**config.mk**
```make
export PLATFORM = sky130hd
export DESIGN_NAME = ex_mem_register
export DESIGN_NICKNAME = d
export VERILOG_FILES = /design/src/rtl/ex_mem_register_pkg.sv /design/src/rtl/ex_mem_register_fwd_compare.sv /design/src/rtl/ex_mem_register.sv
export SDC_FILE = /design/constraint.sdc
export NUM_CORES = 1
export LEC_CHECK = 0
export ABC_AREA = 1
export BUFFER_PORTS_ARGS = -buffer_cell sky130_fd_sc_hd__buf_2
export CORE_ASPECT_RATIO = 0.8
export CORE_MARGIN = 2
export CORE_UTILIZATION = 45
export DETAILED_ROUTE_END_ITERATION = 10
export PLACE_DENSITY = 0.85
export SYNTH_ARGS = -nofsm -noshare
export SYNTH_HDL_FRONTEND = slang
export SYNTH_SLANG_ARGS = --single-unit
```
**constraint.sdc**
```tcl
create_clock -name clock -period 2 [get_ports clock]
set_input_delay 0.3 -clock clock [delete_from_list [all_inputs] [get_ports clock]]
set_output_delay 0.3 -clock clock [all_outputs]
set_load 0.01 [all_outputs]
```
**src/rtl/ex_mem_register_pkg.sv**
```systemverilog
// Purpose: shared constants for the EX->MEM boundary (flag bit positions, zero register, widths).
// Latency: n/a (definitions only).
// Backpressure: n/a.
package ex_mem_register_pkg;

  localparam int DATA_W_DEF = 32;
  localparam int REG_AW_DEF = 5;
  localparam int FLAG_W     = 3;

  // Bit positions inside the alu flag vector.
  localparam int FLAG_ZERO = 0;
  localparam int FLAG_OVF  = 1;
  localparam int FLAG_NEG  = 2;

  // Architectural zero register: reads as 0, so it is never a forwarding source.
  localparam logic [4:0] REG_ZERO = 5'd0;

  // True when the ALU reported signed overflow for this result.
  function automatic logic is_overflow(input logic [FLAG_W-1:0] flag);
    return flag[FLAG_OVF];
  endfunction

endpackage

```
**src/rtl/ex_mem_register_fwd_compare.sv**
```systemverilog
// Purpose: decides whether a live MEM-stage writer supplies one EX source operand.
// Latency: purely combinational.
// Backpressure: none; evaluated every cycle from registered MEM state.
module ex_mem_register_fwd_compare
  import ex_mem_register_pkg::*;
#(
  parameter int REG_AW = REG_AW_DEF
) (
  input  logic              valid,
  input  logic              we,
  input  logic [REG_AW-1:0] rd,
  input  logic [REG_AW-1:0] rs,
  output logic              match
);

  // Register 0 is hardwired, so a write to it must never be forwarded.
  assign match = valid & we & (rd != REG_AW'(REG_ZERO)) & (rd == rs);

endmodule

```
**src/rtl/ex_mem_register.sv**
```systemverilog
// Purpose: EX->MEM pipeline register with flush, overflow trap, branch redirect and operand forwarding.
// Latency: 1 cycle from EX inputs to mem_* outputs; forwarding is combinational from the MEM registers.
// Backpressure: stall holds every MEM register and suppresses redirect; stall outranks flush, reset outranks both.
module ex_mem_register
  import ex_mem_register_pkg::*;
#(
  parameter int DATA_W   = DATA_W_DEF,
  parameter int REG_AW   = REG_AW_DEF,
  parameter bit OVF_TRAP = 1'b1
) (
  input  logic              clock,
  input  logic              reset,
  input  logic              stall,
  input  logic              flush,
  input  logic              ex_valid,
  input  logic [DATA_W-1:0] ex_result,
  input  logic [FLAG_W-1:0] ex_flag,
  input  logic              ex_branch,
  input  logic              ex_is_branch,
  input  logic [DATA_W-1:0] ex_target,
  input  logic [DATA_W-1:0] ex_store_data,
  input  logic [REG_AW-1:0] ex_rd,
  input  logic              ex_reg_write,
  input  logic              ex_mem_read,
  input  logic              ex_mem_write,
  input  logic [REG_AW-1:0] id_rs,
  input  logic [REG_AW-1:0] id_rt,
  input  logic              exc_ack,
  output logic              mem_valid,
  output logic [DATA_W-1:0] mem_result,
  output logic [FLAG_W-1:0] mem_flag,
  output logic [DATA_W-1:0] mem_store_data,
  output logic [REG_AW-1:0] mem_rd,
  output logic              mem_reg_write,
  output logic              mem_mem_read,
  output logic              mem_mem_write,
  output logic              redirect,
  output logic [DATA_W-1:0] redirect_pc,
  output logic              fwd_a,
  output logic              fwd_b,
  output logic [DATA_W-1:0] fwd_data,
  output logic              exc
);

  logic capture_ok;
  logic ovf_kill;
  logic take_branch;

  // A flushed or empty EX slot becomes a bubble in MEM.
  assign capture_ok  = ex_valid & ~flush;
  // Overflow keeps the instruction live (so the trap has an owner) but blocks its architectural writes.
  assign ovf_kill    = OVF_TRAP & capture_ok & is_overflow(ex_flag);
  assign take_branch = capture_ok & ex_is_branch & ex_branch;

  // Pipeline register: capture on every unstalled edge; redirect is a single pulse per captured branch.
  always_ff @(posedge clock) begin
    if (reset) begin
      mem_valid      <= 1'b0;
      mem_result     <= '0;
      mem_flag       <= '0;
      mem_store_data <= '0;
      mem_rd         <= '0;
      mem_reg_write  <= 1'b0;
      mem_mem_read   <= 1'b0;
      mem_mem_write  <= 1'b0;
      redirect       <= 1'b0;
      redirect_pc    <= '0;
    end else if (stall) begin
      // Hold everything; a held branch must not re-pulse redirect.
      redirect <= 1'b0;
    end else begin
      mem_valid      <= capture_ok;
      // Data fields load unconditionally; they are meaningless while mem_valid is low.
      mem_result     <= ex_result;
      mem_flag       <= {ex_flag[FLAG_NEG], ex_flag[FLAG_OVF], ex_flag[FLAG_ZERO]};
      mem_store_data <= ex_store_data;
      mem_rd         <= ex_rd;
      mem_reg_write  <= capture_ok & ex_reg_write & ~ovf_kill;
      mem_mem_read   <= capture_ok & ex_mem_read;
      mem_mem_write  <= capture_ok & ex_mem_write & ~ovf_kill;
      redirect       <= take_branch;
      if (take_branch) begin
        redirect_pc <= ex_target;
      end
    end
  end

  // Sticky trap flag: a new overflow in the same cycle as an ack keeps it set.
  always_ff @(posedge clock) begin
    if (reset) begin
      exc <= 1'b0;
    end else if (!stall && ovf_kill) begin
      exc <= 1'b1;
    end else if (exc_ack) begin
      exc <= 1'b0;
    end
  end

  assign fwd_data = mem_result;

  ex_mem_register_fwd_compare #(.REG_AW(REG_AW)) u_fwd_a (
    .valid (mem_valid),
    .we    (mem_reg_write),
    .rd    (mem_rd),
    .rs    (id_rs),
    .match (fwd_a)
  );

  ex_mem_register_fwd_compare #(.REG_AW(REG_AW)) u_fwd_b (
    .valid (mem_valid),
    .we    (mem_reg_write),
    .rd    (mem_rd),
    .rs    (id_rt),
    .match (fwd_b)
  );

endmodule
```
==> results.py, run 1 <==
metrics = {
    "route": {
        "drt-initial-drc-count": 249,
        "route.detailed.drc": 0,
        "drt_wl_total_microns": 11900,
        "via_count": 4349,
        "viasPerCell": 4.57,
        "ant_nets": 0,
        "wl_per_cell_microns": 12.5,
        "drt-pass1-iter-count": 7,
    },
    "floorplanning": {
        "die_w_microns": 115,
        "rows": 32,
        "die_h_microns": 93.0,
        "core_sq_um": 9650,
        "initial_core_util": 0.461,
        "dieArea_sq_um": 10700,
        "ios": 269,
    },
    "synthesis": {
        "synth_seq_cells": 110,
        "synth_cell_types": 19,
        "synth_nets": 719,
        "synth-seq-area-share": 0.495,
        "syn_area_per_cell_sq_um": 7.49,
        "mappedNetlistArea_sq_um": 4450,
        "synth_cells": 594,
        "yosys_warnings": 0,
    },
    "pwr": {
        "pwr-share-comb": 0.147,
        "p_clk_frac": 0.348,
        "p_seq_frac": 0.505,
        "powerDensity_nw_per_um2": 796,
        "intPower_mw": 3.55,
        "ir_drop_v": 0.000618,
        "p_sw_mw": 1.16,
        "netSwitchingFraction": 0.246,
        "p_leak_nw": 3.12,
    },
    "finish": {
        "final_common_cell": "buf_2",
        "finalInstanceArea_sq_um": 5910,
        "area_growth_pct": 32.9,
        "fin_nets": 937,
        "num_antenna_cells": 0,
        "drive_above_1_share": 0.360,
        "final_cell_mix": "268 x buf_2, 206 x nor2_1, 110 x dfxtp_1",
    },
    "grt": {
        "grt_first_pass_wirelength_microns": 18300,
        "grt_pass1_vias": 3802,
        "grt_use_met3": 0.0641,
        "grt_max_degree": 70,
        "grt_usage": 0.213,
        "grt.met2_usage": 0.368,
        "antenna_found_initial": 0,
        "grt_overflow": 0,
        "grtUsageMet1": 0.251,
        "busiest_layer": "met2",
    },
    "sta": {
        "clock-skew-final_ns": 0,
        "rsz0062_at_grt": "false",
        "final.setup.tns_ns": 0,
        "fmax_mhz": 604,
        "worst_slew_pin_slew_ns": 0.364,
        "finalCriticalPeriod_ns": 1.66,
        "timing_hold_violations_final": 0,
        "drv_slew": 0,
        "report.final.setup_viol": 0,
        "layout_worst_path_cycle_share": 0.828,
        "slew_headroom": 0.757,
    },
    "place": {
        "port_buffers": 268,
        "dpl_cell_area_sq_um": 5640,
        "dp_hpwl_microns": 8660,
        "gp_congestion": 0.778,
    },
    "setup_path": {
        "slowest_stage": "dfxtp_1",
        "startpoint_type": "register",
        "crit_path_end_kind": "primary output",
        "arrival_ns": 1.36,
        "worstPathRequired_ns": 1.70,
        "critPathMaxFanout": 4,
        "critPathMaxStageDelay_ns": 0.38,
        "worstSetupPathType": "register to primary output",
        "crit_chain": "inv_1 -> nand2_1 -> nand2_1 -> nor2_1 -> nand3_1 -> nor2_1 -> buf_2",
    },
    "clocking": {
        "path_clk_slew_ns": 0.07,
        "cts_tree": "done",
        "cts_buffer_depth": 2,
        "hold_buffers": 0,
        "ctsResizeCount": 0,
        "cts-root-buf": "clkbuf_16",
        "htreeDepth": 3,
        "numCtsBuffers": 9,
        "clock-sinks": 110,
        "postCtsSetupRepairBufs": 0,
        "insertion_delay_ns": 0.33,
    },
    "job": {
        "drv_cap": 0,
    },
    "run_status": {
        "status": "completed",
    },
    "hold_path": {
        "hold_class": "input port to register",
    },
}
metal layers:
| metal | part of all wire | wire (microns) |
|---|---|---|
| met5 | 0 | 0 |
| met2 | 0.49 | 5790 |
| met1 | 0.41 | 4890 |
| met4 | 0.021 | 251 |
| met3 | 0.078 | 920 |
worst max-delay path, delay by kind of cell (launching register included):
kind / cells / cell delay, ns
buf+inv: 2 / 0.26
flops: 1 / 0.38
simple gates: 5 / 0.39
final timing paths:
path,startpoint,endpoint,slack (ns),depth (start not counted)
max,mem_rd[3]$_SDFFE_PP0N_,fwd_b,0.34,7
min reg2reg,mem_mem_write$_SDFFE_PP0N_,mem_mem_write$_SDFFE_PP0N_,0.47,2
min,ex_result[19],fwd_data[19]$_SDFFE_PP0N_,0.20,3
max reg2reg,mem_rd[2]$_SDFFE_PP0N_,mem_rd[2]$_SDFFE_PP0N_,1.29,2
logic make-up after synthesis:
kind of cell              Yosys count  share of synthesized area
AOI/OAI and AO/OA                  81                     0.0911
DFF                               110                      0.495
xor gates and xnor gates            2                    0.00394
and+or+nand+nor                   314                      0.298
buffers and inverters              87                      0.113
state kept, by name (all words and copies together), names as in the netlist:
| name | cells |
|---|---|
| fwd_data | 32 |
| mem_store_data | 32 |
| redirect_pc | 32 |
| mem_rd | 5 |
| mem_flag | 3 |
| exc | 1 |
| mem_mem_read | 1 |
| mem_mem_write | 1 |
| mem_reg_write | 1 |
| mem_valid | 1 |
| redirect | 1 |
per-stage QoR:
| stage | instances | power [mW] | hold slack, ns | worst slack, ns | utilization |
|---|---|---|---|---|---|
| after floorplan | 594 | 2.84 | 0.443 | 0.794 | - |
| after global placement | 937 | 3.11 | 0.452 | 0.640 | 0.584 |
| after CTS | 951 | 4.76 | 0.191 | 0.306 | 0.613 |
| after global routing | 951 | 4.94 | 0.198 | 0.167 | 0.613 |
| after detailed placement | 937 | 3.12 | 0.465 | 0.613 | 0.584 |
| final | 951 | 4.71 | 0.201 | 0.344 | 0.613 |
final cells by class:
| cell class | count | area, sq um |
|---|---|---|
| inverter | 18 | 67.6 |
| tap | 136 | 170 |
| clock inverter | 1 | 5.00 |
| timing repair buffer | 276 | 1450 |
| multi-input combinational | 397 | 1750 |
| fill | 926 | 3730 |
| clock buffer | 13 | 270 |
| sequential | 110 | 2200 |
power by group through the flow:
stage               sequential, mW  clock, mW  combinational [mW]
finish                        2.38       1.64               0.691
global route                  2.39       1.77               0.774
CTS                           2.38       1.68               0.698
global placement              2.42          0               0.684
detailed placement            2.43          0               0.696
floorplan                     2.48          0               0.360
cell usage after synthesis:
library cell  count  area share
xnor2_1           2      0.0039
nand4_1           1      0.0014
nor2_1          206        0.17
clkbuf_2          1      0.0011
nand3b_1         32       0.054
nor2_2            1      0.0014
buf_4            35       0.059
nor3_4            1      0.0037
nand2_1          66       0.056
a21oi_1          10       0.011
buf_6             4       0.010
inv_1            17       0.014
inv_2             1     0.00084
o21ai_0          71       0.080
nor3_1            1      0.0011
clkbuf_1         19       0.016
nand3_1           6      0.0067
dfxtp_1         110        0.49
buf_2            10       0.011
(Power assumes the default switching activity.)
==> run 2: changes to the inputs <==
--- a/config.mk
+++ b/config.mk
@@ -9,9 +9,9 @@
 export BUFFER_PORTS_ARGS = -buffer_cell sky130_fd_sc_hd__buf_2
 export CORE_ASPECT_RATIO = 0.8
 export CORE_MARGIN = 2
-export CORE_UTILIZATION = 45
+export CORE_UTILIZATION = 39
 export DETAILED_ROUTE_END_ITERATION = 10
-export PLACE_DENSITY = 0.85
+export PLACE_DENSITY = 0.78
 export SYNTH_ARGS = -nofsm -noshare
 export SYNTH_HDL_FRONTEND = slang
 export SYNTH_SLANG_ARGS = --single-unit
==> constraint.sdc (replaced) <==
create_clock -name clock -period 1.52 [get_ports clock]
set_input_delay 0.228 -clock clock [delete_from_list [all_inputs] [get_ports clock]]
set_output_delay 0.228 -clock clock [all_outputs]
set_load 0.01 [all_outputs]
==> results.py, run 2 (same netlist as run 1, synthesis figures left out) <==
metrics = {
    "run_status": {
        "status": "completed",
    },
    "grt": {
        "grt_use_met3": 0.0728,
        "grt_first_pass_wirelength_microns": 18500,
        "grt_usage": 0.188,
        "busiest_layer": "met2",
        "grt_overflow": 0,
        "grt_pass1_vias": 3961,
        "antenna_found_initial": 0,
        "grtUsageMet1": 0.221,
        "grt.met2_usage": 0.318,
        "grt_max_degree": 57,
    },
    "floorplanning": {
        "core_sq_um": 11000,
        "rows": 34,
        "ios": 269,
        "dieArea_sq_um": 12300,
        "initial_core_util": 0.404,
        "die_w_microns": 123,
        "die_h_microns": 99.6,
    },
    "setup_path": {
        "arrival_ns": 1.28,
        "reg2reg_depth": 3,
        "crit_chain": "inv_2 -> nand2_1 -> nand2_1 -> nor2_1 -> nand3_1 -> nor2_1 -> buf_2",
        "critPathMaxFanout": 4,
        "worstSetupPathType": "register to primary output",
        "startpoint_type": "register",
        "worstPathRequired_ns": 1.29,
        "slowest_stage": "dfxtp_2",
        "critPathMaxStageDelay_ns": 0.35,
        "crit_path_end_kind": "primary output",
    },
    "route": {
        "drt_wl_total_microns": 12100,
        "via_count": 4387,
        "route.detailed.drc": 0,
        "ant_nets": 0,
        "wl_per_cell_microns": 12.6,
        "drt-initial-drc-count": 227,
        "viasPerCell": 4.55,
        "drt-pass1-iter-count": 4,
    },
    "clocking": {
        "cts-root-buf": "clkbuf_16",
        "htreeDepth": 3,
        "numCtsBuffers": 9,
        "cts_tree": "done",
        "hold_buffers": 0,
        "clock-sinks": 110,
        "cts_buffer_depth": 2,
        "path_clk_slew_ns": 0.07,
        "insertion_delay_ns": 0.33,
    },
    "finish": {
        "drive_above_1_share": 0.378,
        "multi_input_area_sq_um": 1760,
        "fill_cells": 1088,
        "area_growth_pct": 36.3,
        "num_antenna_cells": 0,
        "register_area_sq_um": 2210,
        "fin_nets": 940,
        "layoutNonFillerInstCount": 964,
        "final_common_cell": "buf_2",
        "final_cell_mix": "268 x buf_2, 205 x nor2_1, 105 x dfxtp_1",
    },
    "sta": {
        "fmax_mhz": 664,
        "worst_slew_pin_slew_ns": 0.464,
        "layout_worst_path_cycle_share": 0.991,
        "finalCriticalPeriod_ns": 1.51,
        "final.setup.tns_ns": 0,
        "clock-skew-final_ns": 0,
        "rsz0062_at_grt": "true",
        "drv_slew": 0,
        "slew_headroom": 0.690,
        "report.final.setup_viol": 0,
        "timing_hold_violations_final": 0,
    },
    "pwr": {
        "ir_drop_v": 0.000687,
        "powerDensity_nw_per_um2": 1110,
        "p_leak_nw": 3.16,
    },
    "job": {
        "drv_cap": 0,
    },
    "hold_path": {
        "whs_path_depth": 3,
        "hold_class": "input port to register",
    },
    "place": {
        "port_buffers": 268,
        "dp.cells": 947,
        "gp_congestion": 0.760,
        "dp_hpwl_microns": 8950,
    },
}
-- run 2: changes by cell type in the layout (fill, tap and decap cells not counted), sizes merged --
cell,previous run,this run
buf,276,279
bufinv,0,3
clkbuf,13,11
clkinvlp,0,1
-- run 2: power by group --
| part | internal (mW) | switching (mW) | leakage, nW |
|---|---|---|---|
| Combinational | 0.420 | 0.507 | 2.09 |
| Sequential | 3.04 | 0.0921 | 0.908 |
| Clock | 1.66 | 1.02 | 0.166 |
-- run 2: stage by stage --
stage                util  instance area, sq um  hold WS [ns]  setup WS, ns  total power [mW]
finish              0.551                  6070         0.122        0.0132              6.74
global route        0.551                  6070         0.119       -0.0761              7.07
CTS                 0.549                  6040         0.108      -0.00788              6.81
detailed placement  0.516                  5690         0.454         0.251              4.12
global placement    0.516                  5690         0.451         0.280              4.10
floorplan               -                  4450         0.371         0.386              3.74
-- run 2: worst paths after layout --
kind	start	to	slack [ns]
worst min-delay path	ex_store_data[13]	mem_store_data[13]$_SDFFE_PP0N_	0.12
worst max register to register	mem_rd[1]$_SDFFE_PP0N_	mem_rd[1]$_SDFFE_PP0N_	0.80
worst min register to register	mem_mem_write$_SDFFE_PP0N_	mem_mem_write$_SDFFE_PP0N_	0.46
worst max-delay path	mem_rd[1]$_SDFFE_PP0N_	fwd_a	0.01
-- run 2: area by class of cell --
type	count	share of cell area
clock inverter	5	0.0175
multi-input combinational	397	0.289
timing repair buffer	279	0.247
tap	144	0.0297
sequential	110	0.365
inverter	18	0.0115
clock buffer	11	0.0400
-- run 2: critical path, delay by kind of cell, from the launching register on --
kind,cells,cell delay [ns]
flops,1,0.35
buf+inv,2,0.19
simple gates,5,0.40
-- run 2: per-layer routing --
metal	wire length (microns)	vias up	share of wire
li1	-	2274	-
met1	5220	1931	0.43
met2	5620	169	0.46
met3	1160	13	0.095
met4	140	0	0.012
met5	0	-	0
-- run 2: timing repair --
item,4_1_cts,5_1_grt
gates resized for setup,9,6
pin swaps,1,5
setup buffers,0,1
cloned,0,0
setup endpoints to repair,2,2
